`src/rtl/radix4_div16.sv`:
```
// radix4_div16: 16-bit radix-4 restoring divider with valid/ready handshakes, 8-cycle CALC.
// Define DIV_SIGNED_EN for two's-complement truncating division; default build is unsigned.
module radix4_div16 (
    input  logic        clk,
    input  logic        rst_n,
    input  logic        in_valid,
    output logic        in_ready,
    input  logic [15:0] A,
    input  logic [15:0] B,
    output logic        out_valid,
    input  logic        out_ready,
    output logic [15:0] Q,
    output logic [15:0] R,
    output logic        div_by_zero
);
    typedef enum logic [1:0] {IDLE, CALC, DONE} state_t;
    state_t      r_state;
    logic [3:0]  r_cnt;
    logic [15:0] r_rem, r_dvd, r_quo, r_div, r_q, r_r;
    logic        r_dbz, r_ov;
    logic [15:0] w_a_mag, w_b_mag, w_q_fin, w_r_fin, w_rem_nxt, w_quo_nxt;
    logic [17:0] w_sh, w_b1, w_b2, w_b3;
    logic        w_ge1, w_ge2, w_ge3;
    logic [1:0]  w_dig;
    assign w_sh  = {r_rem, r_dvd[15:14]};
    assign w_b1  = {2'b00, r_div};
    assign w_b2  = {1'b0, r_div, 1'b0};
    assign w_b3  = w_b1 + w_b2;
    assign w_ge1 = w_sh >= w_b1;
    assign w_ge2 = w_sh >= w_b2;
    assign w_ge3 = w_sh >= w_b3;
    assign w_dig = {w_ge2, w_ge3 | (w_ge1 & ~w_ge2)};
    // the true remainder is below the divisor, so 16-bit modular subtraction is exact
    assign w_rem_nxt = w_ge3 ? w_sh[15:0] - w_b3[15:0] :
                       w_ge2 ? w_sh[15:0] - w_b2[15:0] :
                       w_ge1 ? w_sh[15:0] - w_b1[15:0] : w_sh[15:0];
    assign w_quo_nxt = {r_quo[13:0], w_dig};
`ifdef DIV_SIGNED_EN
    logic r_neg_q, r_neg_r;
    assign w_a_mag = A[15] ? -A : A;
    assign w_b_mag = B[15] ? -B : B;
    assign w_q_fin = r_neg_q ? -w_quo_nxt : w_quo_nxt;
    assign w_r_fin = r_neg_r ? -w_rem_nxt : w_rem_nxt;
    always_ff @(posedge clk or negedge rst_n)
        if (!rst_n) begin
            r_neg_q <= 1'b0;
            r_neg_r <= 1'b0;
        end else if (r_state == IDLE && in_valid) begin
            r_neg_q <= A[15] ^ B[15];
            r_neg_r <= A[15];
        end
`else
    assign w_a_mag = A;
    assign w_b_mag = B;
    assign w_q_fin = w_quo_nxt;
    assign w_r_fin = w_rem_nxt;
`endif
    always_ff @(posedge clk or negedge rst_n) begin
        if (!rst_n) begin
            r_state <= IDLE;
            r_cnt   <= 4'd0;
            r_rem   <= 16'd0;
            r_dvd   <= 16'd0;
            r_quo   <= 16'd0;
            r_div   <= 16'd0;
            r_q     <= 16'd0;
            r_r     <= 16'd0;
            r_dbz   <= 1'b0;
            r_ov    <= 1'b0;
        end else begin
            case (r_state)
                IDLE: if (in_valid) begin
                    r_dvd <= w_a_mag;
                    r_div <= w_b_mag;
                    r_rem <= 16'd0;
                    r_quo <= 16'd0;
                    if (B == 16'd0) begin
                        r_q     <= 16'hFFFF;
                        r_r     <= A;
                        r_dbz   <= 1'b1;
                        r_ov    <= 1'b1;
                        r_state <= DONE;
                    end else begin
                        r_cnt   <= 4'd7;
                        r_state <= CALC;
                    end
                end
                CALC: begin
                    r_rem <= w_rem_nxt;
                    r_quo <= w_quo_nxt;
                    r_dvd <= {r_dvd[13:0], 2'b00};
                    if (r_cnt == 4'd0) begin
                        r_q     <= w_q_fin;
                        r_r     <= w_r_fin;
                        r_dbz   <= 1'b0;
                        r_ov    <= 1'b1;
                        r_state <= DONE;
                    end else begin
                        r_cnt <= r_cnt - 4'd1;
                    end
                end
                DONE: if (out_ready) begin
                    r_ov    <= 1'b0;
                    r_state <= IDLE;
                end
                default: r_state <= IDLE;
            endcase
        end
    end
    assign in_ready    = (r_state == IDLE);
    assign out_valid   = r_ov;
    assign Q           = r_q;
    assign R           = r_r;
    assign div_by_zero = r_dbz;
endmodule

```
`config.mk`:
```
export PLATFORM = sky130hd
export DESIGN_NAME = radix4_div16
export DESIGN_NICKNAME = d
export VERILOG_FILES = /design/src/rtl/radix4_div16.sv
export SDC_FILE = /design/constraint.sdc
export NUM_CORES = 1
export LEC_CHECK = 0
export ABC_AREA = 0
export BUFFER_PORTS_ARGS = -buffer_cell sky130_fd_sc_hd__clkbuf_2
export CORE_MARGIN = 8
export CORE_UTILIZATION = 35
export CTS_CLUSTER_SIZE = 14
export DETAILED_ROUTE_END_ITERATION = 8
export SYNTH_ARGS = -nofsm -noshare
export SYNTH_HDL_FRONTEND = slang
export SYNTH_SLANG_ARGS = --single-unit
```
`constraint.sdc`:
```
create_clock -name clk -period 8.7 [get_ports clk]
set_input_delay 1.74 -clock clk [delete_from_list [all_inputs] [get_ports clk]]
set_output_delay 1.74 -clock clk [all_outputs]
set_load 0.02 [all_outputs]
```
==> summary.txt, run 1 <==
Run status
  – Status: finished clean

Synth
  – Synth Area per Inst: ~8.4 um^2
  – Post-synth net total: between 900 and 1000
  – Synth Flop Type: dfrtp_1
  – Yosys top cell area share: 0.342
  – Yosys reg bits: approximately 100
  – Post-synth EDFFs: 0
  – Syn Inst Count: 884
  – Yosys warns: 0
  – Sequential-to-total area share from yosys stat: 0.342
  – Count of cell types in the netlist: 67
  – Async set-or-reset flop fraction in the synthesized netlist: 1.00
  – Top post-synthesis cells by area: dfrtp_1 34%, ha_1 11%, nand2_1 7.6%, o21ai_0 4.5%, a21oi_1 4.2%
  – Leading area contributor after synthesis: dfrtp_1
  – Syn Std Cell Area: 7450 um^2

Clock tree
  – Count of hold buffers inserted by post-cts repair: 0
  – H-tree Lvls: 3
  – Worst-path clk slew: around 80 ps
  – TritonCTS clock tree: built
  – Clk_lat worst skew: 360 ps
  – Root buf cell: clkbuf_16
  – CTS Buf Count: 9
  – Clk buf depth: 2
  – Postcts setup bufs: 0
  – Post-cts sizing count: 0
  – Clock sink count: just over 100

STA
  – Tmin final: approximately 5400 ps
  – RSZ-0062 raised after global routing: false
  – Setup TNS: 0 ps
  – Final hold vios: 0
  – Final worst path period share: 0.621
  – Relative slew margins: 0.487
  – Max Freq: 185 MHz
  – Worst-margin pin slew: a little under 800 ps
  – Layout Skew: ~11 ps
  – Final setup viols: 0
  – Max Slew Vio Count: 0

Worst setup path
  – CP required: 8980 ps
  – Crit Path Class: reg2reg
  – CP Cell Sequence: ha_1, fa_1, a21o_1, a21oi_1, o21bai_1, a21oi_1, a211oi_1, o32a_1, a21oi_1, o21ai_0, xor2_1, ha_1, a21o_1, a21o_1, a221oi_1, o21a_1, o21ai_1, a211oi_1, a21oi_1, o21ai_1
  – Reg2Reg Depth: 20
  – CP Max Fanout: 11
  – CP peak stage delay: 490 ps
  – CP max-delay cell: dfrtp_1
  – Cell family with most CP delay: compound AO/OA/AOI/OAI gates
  – Crit. End Element: flip-flop
  – Crit path DAT: around 5700 ps
  – Buffers plus inverters on the worst setup path: 0
  – Crit path top cell by count: a21oi_1
  – Startpoint Class: flip-flop
  – Crit path depth: 20

Place
  – PortBufs: 70
  – Hpwl dp: between 15 and 20 mm
  – Placer Congestion: roughly 0.87

Floorplan
  – Initial Util: 0.356
  – Core Region: between 20000 and 25000 um^2
  – Die H: around 160 um
  – Full die area: 26200 um^2
  – # IOs: 71
  – Row count: between 50 and 60
  – Die width: between 150 and 200 um

Global routing
  – First-pass GRT wire length: ~36 mm
  – Antenna violations before repair: 0
  – GRT Total Usage: 0.170
  – Global route total overflow: 0
  – Largest net degree at the start of global routing: 62
  – Vias in the first global route: roughly 6600

Finish
  – Area growth syn-to-layout: 12.9%
  – ANT cells: 0
  – # fillers: between 2000 and 2500
  – Layout net count: between 1000 and 1500
  – Reg area: 2550 um^2
  – Area of the multi-input gates: 4610 um^2
  – Most common cell after layout, fill and taps aside: nand2_1
  – Most frequent cells in the layout: 151 x nand2_1, 102 x dfrtp_1, 69 x clkbuf_2
  – Fin util: 0.401
  – Layout cells sized above 1: 0.123

Drt
  – ANT nets after route: 0
  – Avg WL per Cell: ~18 um
  – Drt first pass iters: 6
  – Vias: 6672
  – Total Wirelength: ~22 mm
  – Iter 0 DRT Violations: roughly 500
  – Vias per std cell: 5.47
  – Remaining routing DRC violations: 0

Hold path
  – Hold Crit Depth: 2
  – Worst min-delay path class: reg2reg

Run
  – Max_cap viols: 0
[worst min-delay path, cell delays in order (launching register included)]
cell     delay (ps)
dfrtp_1         340
nand2_1          50
nand2_1          50
[per-stage QoR]
stage / worst slack [ps] / instance area (um^2) / std cells / hold slack, ps
2_1_floorplan: 4040 / 7450 / 884 / 446
3_3_place_gp: 3440 / 8080 / 1203 / 453
3_5_place_dp: 3360 / 8080 / 1203 / 454
4_1_cts: 3310 / 8410 / 1219 / 472
5_1_grt: 2860 / 8410 / 1219 / 478
6_report: 3300 / 8410 / 1219 / 469
[path summary, 6_finish.rpt]
| path | endpoint | start | slack (ps) |
|---|---|---|---|
| hold reg to reg | Q[6] | Q[6] | 470 |
| max in group asynchronous | R[1] | rst_n | 6160 |
| setup reg to reg | R[0] | r_div[1] | 3300 |
| setup / recovery | R[0] | r_div[1] | 3300 |
| hold / removal | Q[6] | Q[6] | 470 |
| min in group asynchronous | r_cnt[1] | rst_n | 1360 |
[registers in the layout (all words and copies together), names as in the netlist]
signal       flops
out_valid        1
R               16
r_div           16
div_by_zero      1
r_quo           14
r_state          2
r_cnt            4
r_dvd           16
Q               16
r_rem           16
[logic make-up (layout without fill, tap and decap cells)]
logic type,count (synthesis),in the layout,synth area share
and+or+nand+nor,311,311,0.191
AOI/OAI and AO/OA,271,271,0.238
DFF,102,102,0.342
buffers and inverters,75,135,0.0403
adders and majority gates,70,70,0.122
xor gates and xnor gates,43,43,0.0505
muxes,12,12,0.0168
[cell type report]
cell class	count	share of cell area
clock inverters	6	0.0119
inverters	39	0.0174
flip-flops and latches	102	0.303
clock buffers	10	0.0272
well taps	275	0.0409
repair buffers	80	0.0509
multi-input cells	707	0.548
[per-layer routing]
layer  track usage  share of wire
met5             0              0
met4        0.0581          0.023
met3        0.0187          0.028
met1         0.225           0.46
met2         0.284           0.48
[Yosys cell counts (4+ instances only)]
cell type    n
a211oi_1    15
a21o_1      29
a21oi_1     63
a22oi_1     15
a31oi_1      9
and3_1       7
buf_2        6
clkbuf_1    27
dfrtp_1    102
fa_1         4
ha_1        66
inv_1       38
mux2_2       4
mux2i_1      8
nand2_1    151
nand2b_1     7
nand3_1     28
nand4_1     10
nor2_1      47
nor2b_1      9
nor3_1      20
nor4_1       9
o211ai_1     6
o21a_1      16
o21ai_0     67
o22a_1       8
o31a_1       4
o31ai_1      5
or2_2        7
xnor2_1     23
xor2_1      20
Power of run 1 is left out: the tool's default activity adds up to more than one toggle a clock period on the data nets, which glitch-free logic cannot reach.
==> inputs of run 2 (changes only) <==
ABC_AREA = 1   (was 0)
clock period = 4.8 ns   (was 8.7 ns; I/O delays follow)
==> run 2 against run 1 <==
Compared with the run above:
- flip-flop and latch count did not move
- maximum frequency up 25%
- critical endpoint unchanged
- largest cell class unchanged
- synthesized cell count increased by 26%
- global-route usage is 0.44 points higher
- die area rose by 8.4%
- critical path depth rose by 4
==> summary.txt, run 2 <==
Run status
  – Status: finished clean

Drt
  – Iter 0 DRT Violations: 609 (+25%)
  – ANT nets after route: 0 (unchanged)
  – Remaining routing DRC violations: 0 (unchanged)
  – Vias: 7582 (+14%)
  – Vias per std cell: 5.08 (-7.2%)
  – Total Wirelength: 24.6 mm (+11%)
  – Drt first pass iters: 6 (unchanged)
  – Avg WL per Cell: 16.4 um (-9.0%)

Global routing
  – First-pass GRT wire length: 39.4 mm (+9.9%)
  – GRT Total Usage: 0.174 (+0.00437)
  – Antenna violations before repair: 0 (unchanged)
  – Global route total overflow: 0 (unchanged)
  – Vias in the first global route: 7201 (+9.9%)
  – Largest net degree at the start of global routing: 72 (+16%)

Worst setup path
  – Worst flop-to-flop path endpoint: R[0]
  – CP max-delay cell: dfrtp_1
  – Crit path DAT: 4580 ps (-1100 ps)
  – CP Max Fanout: 15 (+4)
  – CP peak stage delay: 480 ps (about the same)
  – Crit. End Element: flip-flop
  – Reg2Reg Depth: 24 (+20%)
  – CP Cell Sequence: ha_1, fa_1, nand3_1, nand3_1, a21oi_1, o21ai_0, nand3_1, nand2_1, nand3_1, nand2_1, xor2_1, ha_1, nand2_1, inv_1, o21ai_0, nand2_1, a21oi_2, nand3_2, nor2_4, nand2_1, nand3b_1, nand3_1, nand2_1, inv_1
  – Crit Path Class: reg2reg
  – R2r setup slk: 480 ps (-2820 ps)
  – Worst flop-to-flop path startpoint: r_div[1]
  – Startpoint Class: flip-flop
  – CP required: 5060 ps (-3920 ps)
  – Crit path top cell by count: nand2_1

Finish
  – Area of the multi-input gates: 4830 um^2 (+4.6%)
  – Layout net count: 1275 (+22%)
  – Layout cells sized above 1: 0.144 (+0.0211)
  – # fillers: 2467 (+12%)
  – Area growth syn-to-layout: 11.4%
  – Most frequent cells in the layout: 246 x nand2_1, 145 x inv_1, 111 x a21oi_1
  – Most common cell after layout, fill and taps aside: nand2_1
  – ANT cells: 0 (unchanged)
  – Reg area: 2550 um^2 (unchanged)

Floorplan
  – Full die area: 28400 um^2 (+8.4%)
  – Initial Util: 0.351 (-0.00443)
  – # IOs: 71 (unchanged)
  – Die H: 169 um (+4.1%)
  – Die width: 169 um (+4.1%)
  – Row count: 56 (+5.7%)
  – Core Region: 23200 um^2 (+11%)

Synth
  – Most frequent cell after synthesis: nand2_1
  – Top post-synthesis cells by area: dfrtp_1 31%, nand2_1 11%, ha_1 10%, a21oi_1 6.8%, inv_1 6.7%
  – Async set-or-reset flop fraction in the synthesized netlist: 1.00 (unchanged)
  – Yosys top cell area share: 0.313 (-0.0291)
  – Post-synth net total: 1218 (+23%)
  – Syn Inst Count: 1112 (+26%)
  – Sequential-to-total area share from yosys stat: 0.313 (-0.0291)
  – Yosys reg bits: 102 (unchanged)
  – Synth Flop Type: dfrtp_1
  – Synth cell count leaders: 246 x nand2_1, 145 x inv_1, 111 x a21oi_1
  – Count of cell types in the netlist: 51 (-24%)
  – Yosys warns: 0 (unchanged)
  – Post-synth EDFFs: 0 (unchanged)
  – Synth Area per Inst: 7.33 um^2 (-13%)
  – Leading area contributor after synthesis: dfrtp_1
  – Syn Std Cell Area: 8150 um^2 (+9.3%)

Clock tree
  – CTS Buf Count: 9 (unchanged)
  – Worst-path clk slew: 80 ps (about the same)
  – Clock sink count: 102 (unchanged)
  – Count of hold buffers inserted by post-cts repair: 0 (unchanged)
  – Post-cts sizing count: 0 (unchanged)
  – Clk_lat worst skew: 360 ps (about the same)
  – TritonCTS clock tree: built
  – H-tree Lvls: 3 (unchanged)
  – Root buf cell: clkbuf_16
  – Clk buf depth: 2 (unchanged)
  – Postcts setup bufs: 0 (unchanged)

STA
  – Tmin final: 4320 ps (-1080 ps)
  – Relative slew margins: 0.273 (-0.214)
  – RSZ-0062 raised after global routing: false
  – Max Slew Vio Count: 0 (unchanged)
  – Max Freq: 232 MHz (+25%)
  – Final setup viols: 0 (unchanged)
  – Layout Skew: 5.30 ps (-5.62 ps)
  – Final hold vios: 0 (unchanged)
  – Worst-margin pin slew: 1080 ps (+311 ps)
  – Setup TNS: 0 ps (unchanged)
  – Final worst path period share: 0.899 (+0.279)

Place
  – Hpwl dp: 19.7 mm (+17%)
  – PortBufs: 70 (unchanged)
  – Placer Congestion: 0.950 (+8.8%)

Hold path
  – Hold EP: out_valid
  – Worst min-delay path class: reg2reg
  – Hold Crit Depth: 2 (unchanged)
  – Hold Startpoint: out_valid

Run
  – Max_cap viols: 0 (unchanged)
run 2: cell types whose count changed in the layout (fill, tap and decap cells not counted), sizes merged, moves of 10 or more:
cell,change
o21a,-15
nor3,-13
a22oi,-15
o221ai,+11
nand2,+109
a21oi,+64
inv,+118
a211oi,-14
o22ai,+12
nor2b,-10
a21o,-27
nand3,+62
nor2,+55
o21ai,-20
run 2: cell families after synthesis:
kind of cell / Yosys count / share of synthesized area
fa+ha+maj: 70 / 0.111
mux: 1 / 0.00138
buf+inv: 186 / 0.0944
simple gates: 489 / 0.274
xor+xnor: 42 / 0.0451
compound gates: 222 / 0.161
flops: 102 / 0.313
run 2: worst max path at each step:
stage	to	cells past startpoint	slack, ps	from
floorplan	r_rem[4]	22	1210	r_div[1]
global placement	R[0]	24	620	r_div[1]
detailed placement	R[0]	24	540	r_div[1]
CTS	R[0]	24	510	r_div[1]
global route	R[0]	24	80	r_div[1]
finish	R[0]	24	480	r_div[1]
run 2: worst max-delay path, delay by kind of cell, from the launching register on:
| family | cells | cell delay [ps] |
|---|---|---|
| buf+inv | 2 | 60 |
| simple gates | 14 | 1560 |
| fa+ha+maj | 3 | 970 |
| flops | 1 | 480 |
| xor+xnor | 1 | 150 |
| compound gates | 4 | 970 |
run 2: routing by layer:
| metal | track usage | part of all wire | wire length (um) |
|---|---|---|---|
| met5 | 0 | 0 | 0 |
| met4 | 0.0404 | 0.016 | 382 |
| met3 | 0.0226 | 0.040 | 986 |
| met2 | 0.286 | 0.47 | 11600 |
| met1 | 0.241 | 0.47 | 11600 |
run 2: area by class of cell:
class	instances	area share
multi-input combinational	824	0.532
tap	319	0.0440
timing repair buffer	76	0.0438
clock buffer	9	0.0248
clock inverter	7	0.00979
sequential	102	0.281
inverter	156	0.0645
run 2: metrics by stage:
| stage | instance area [um^2] | utilization | hold slack [ps] | setup slack [ps] | std cells |
|---|---|---|---|---|---|
| 6_report | 9070 | 0.391 | 476 | 483 | 1493 |
| 5_1_grt | 9070 | 0.391 | 517 | 76.9 | 1493 |
| 3_3_place_gp | 8760 | 0.378 | 459 | 623 | 1477 |
| 2_1_floorplan | 8150 | - | 454 | 1210 | 1112 |
| 4_1_cts | 9070 | 0.391 | 480 | 514 | 1493 |
| 3_5_place_dp | 8760 | 0.378 | 461 | 539 | 1477 |
Power of run 2 is left out for the same reason.
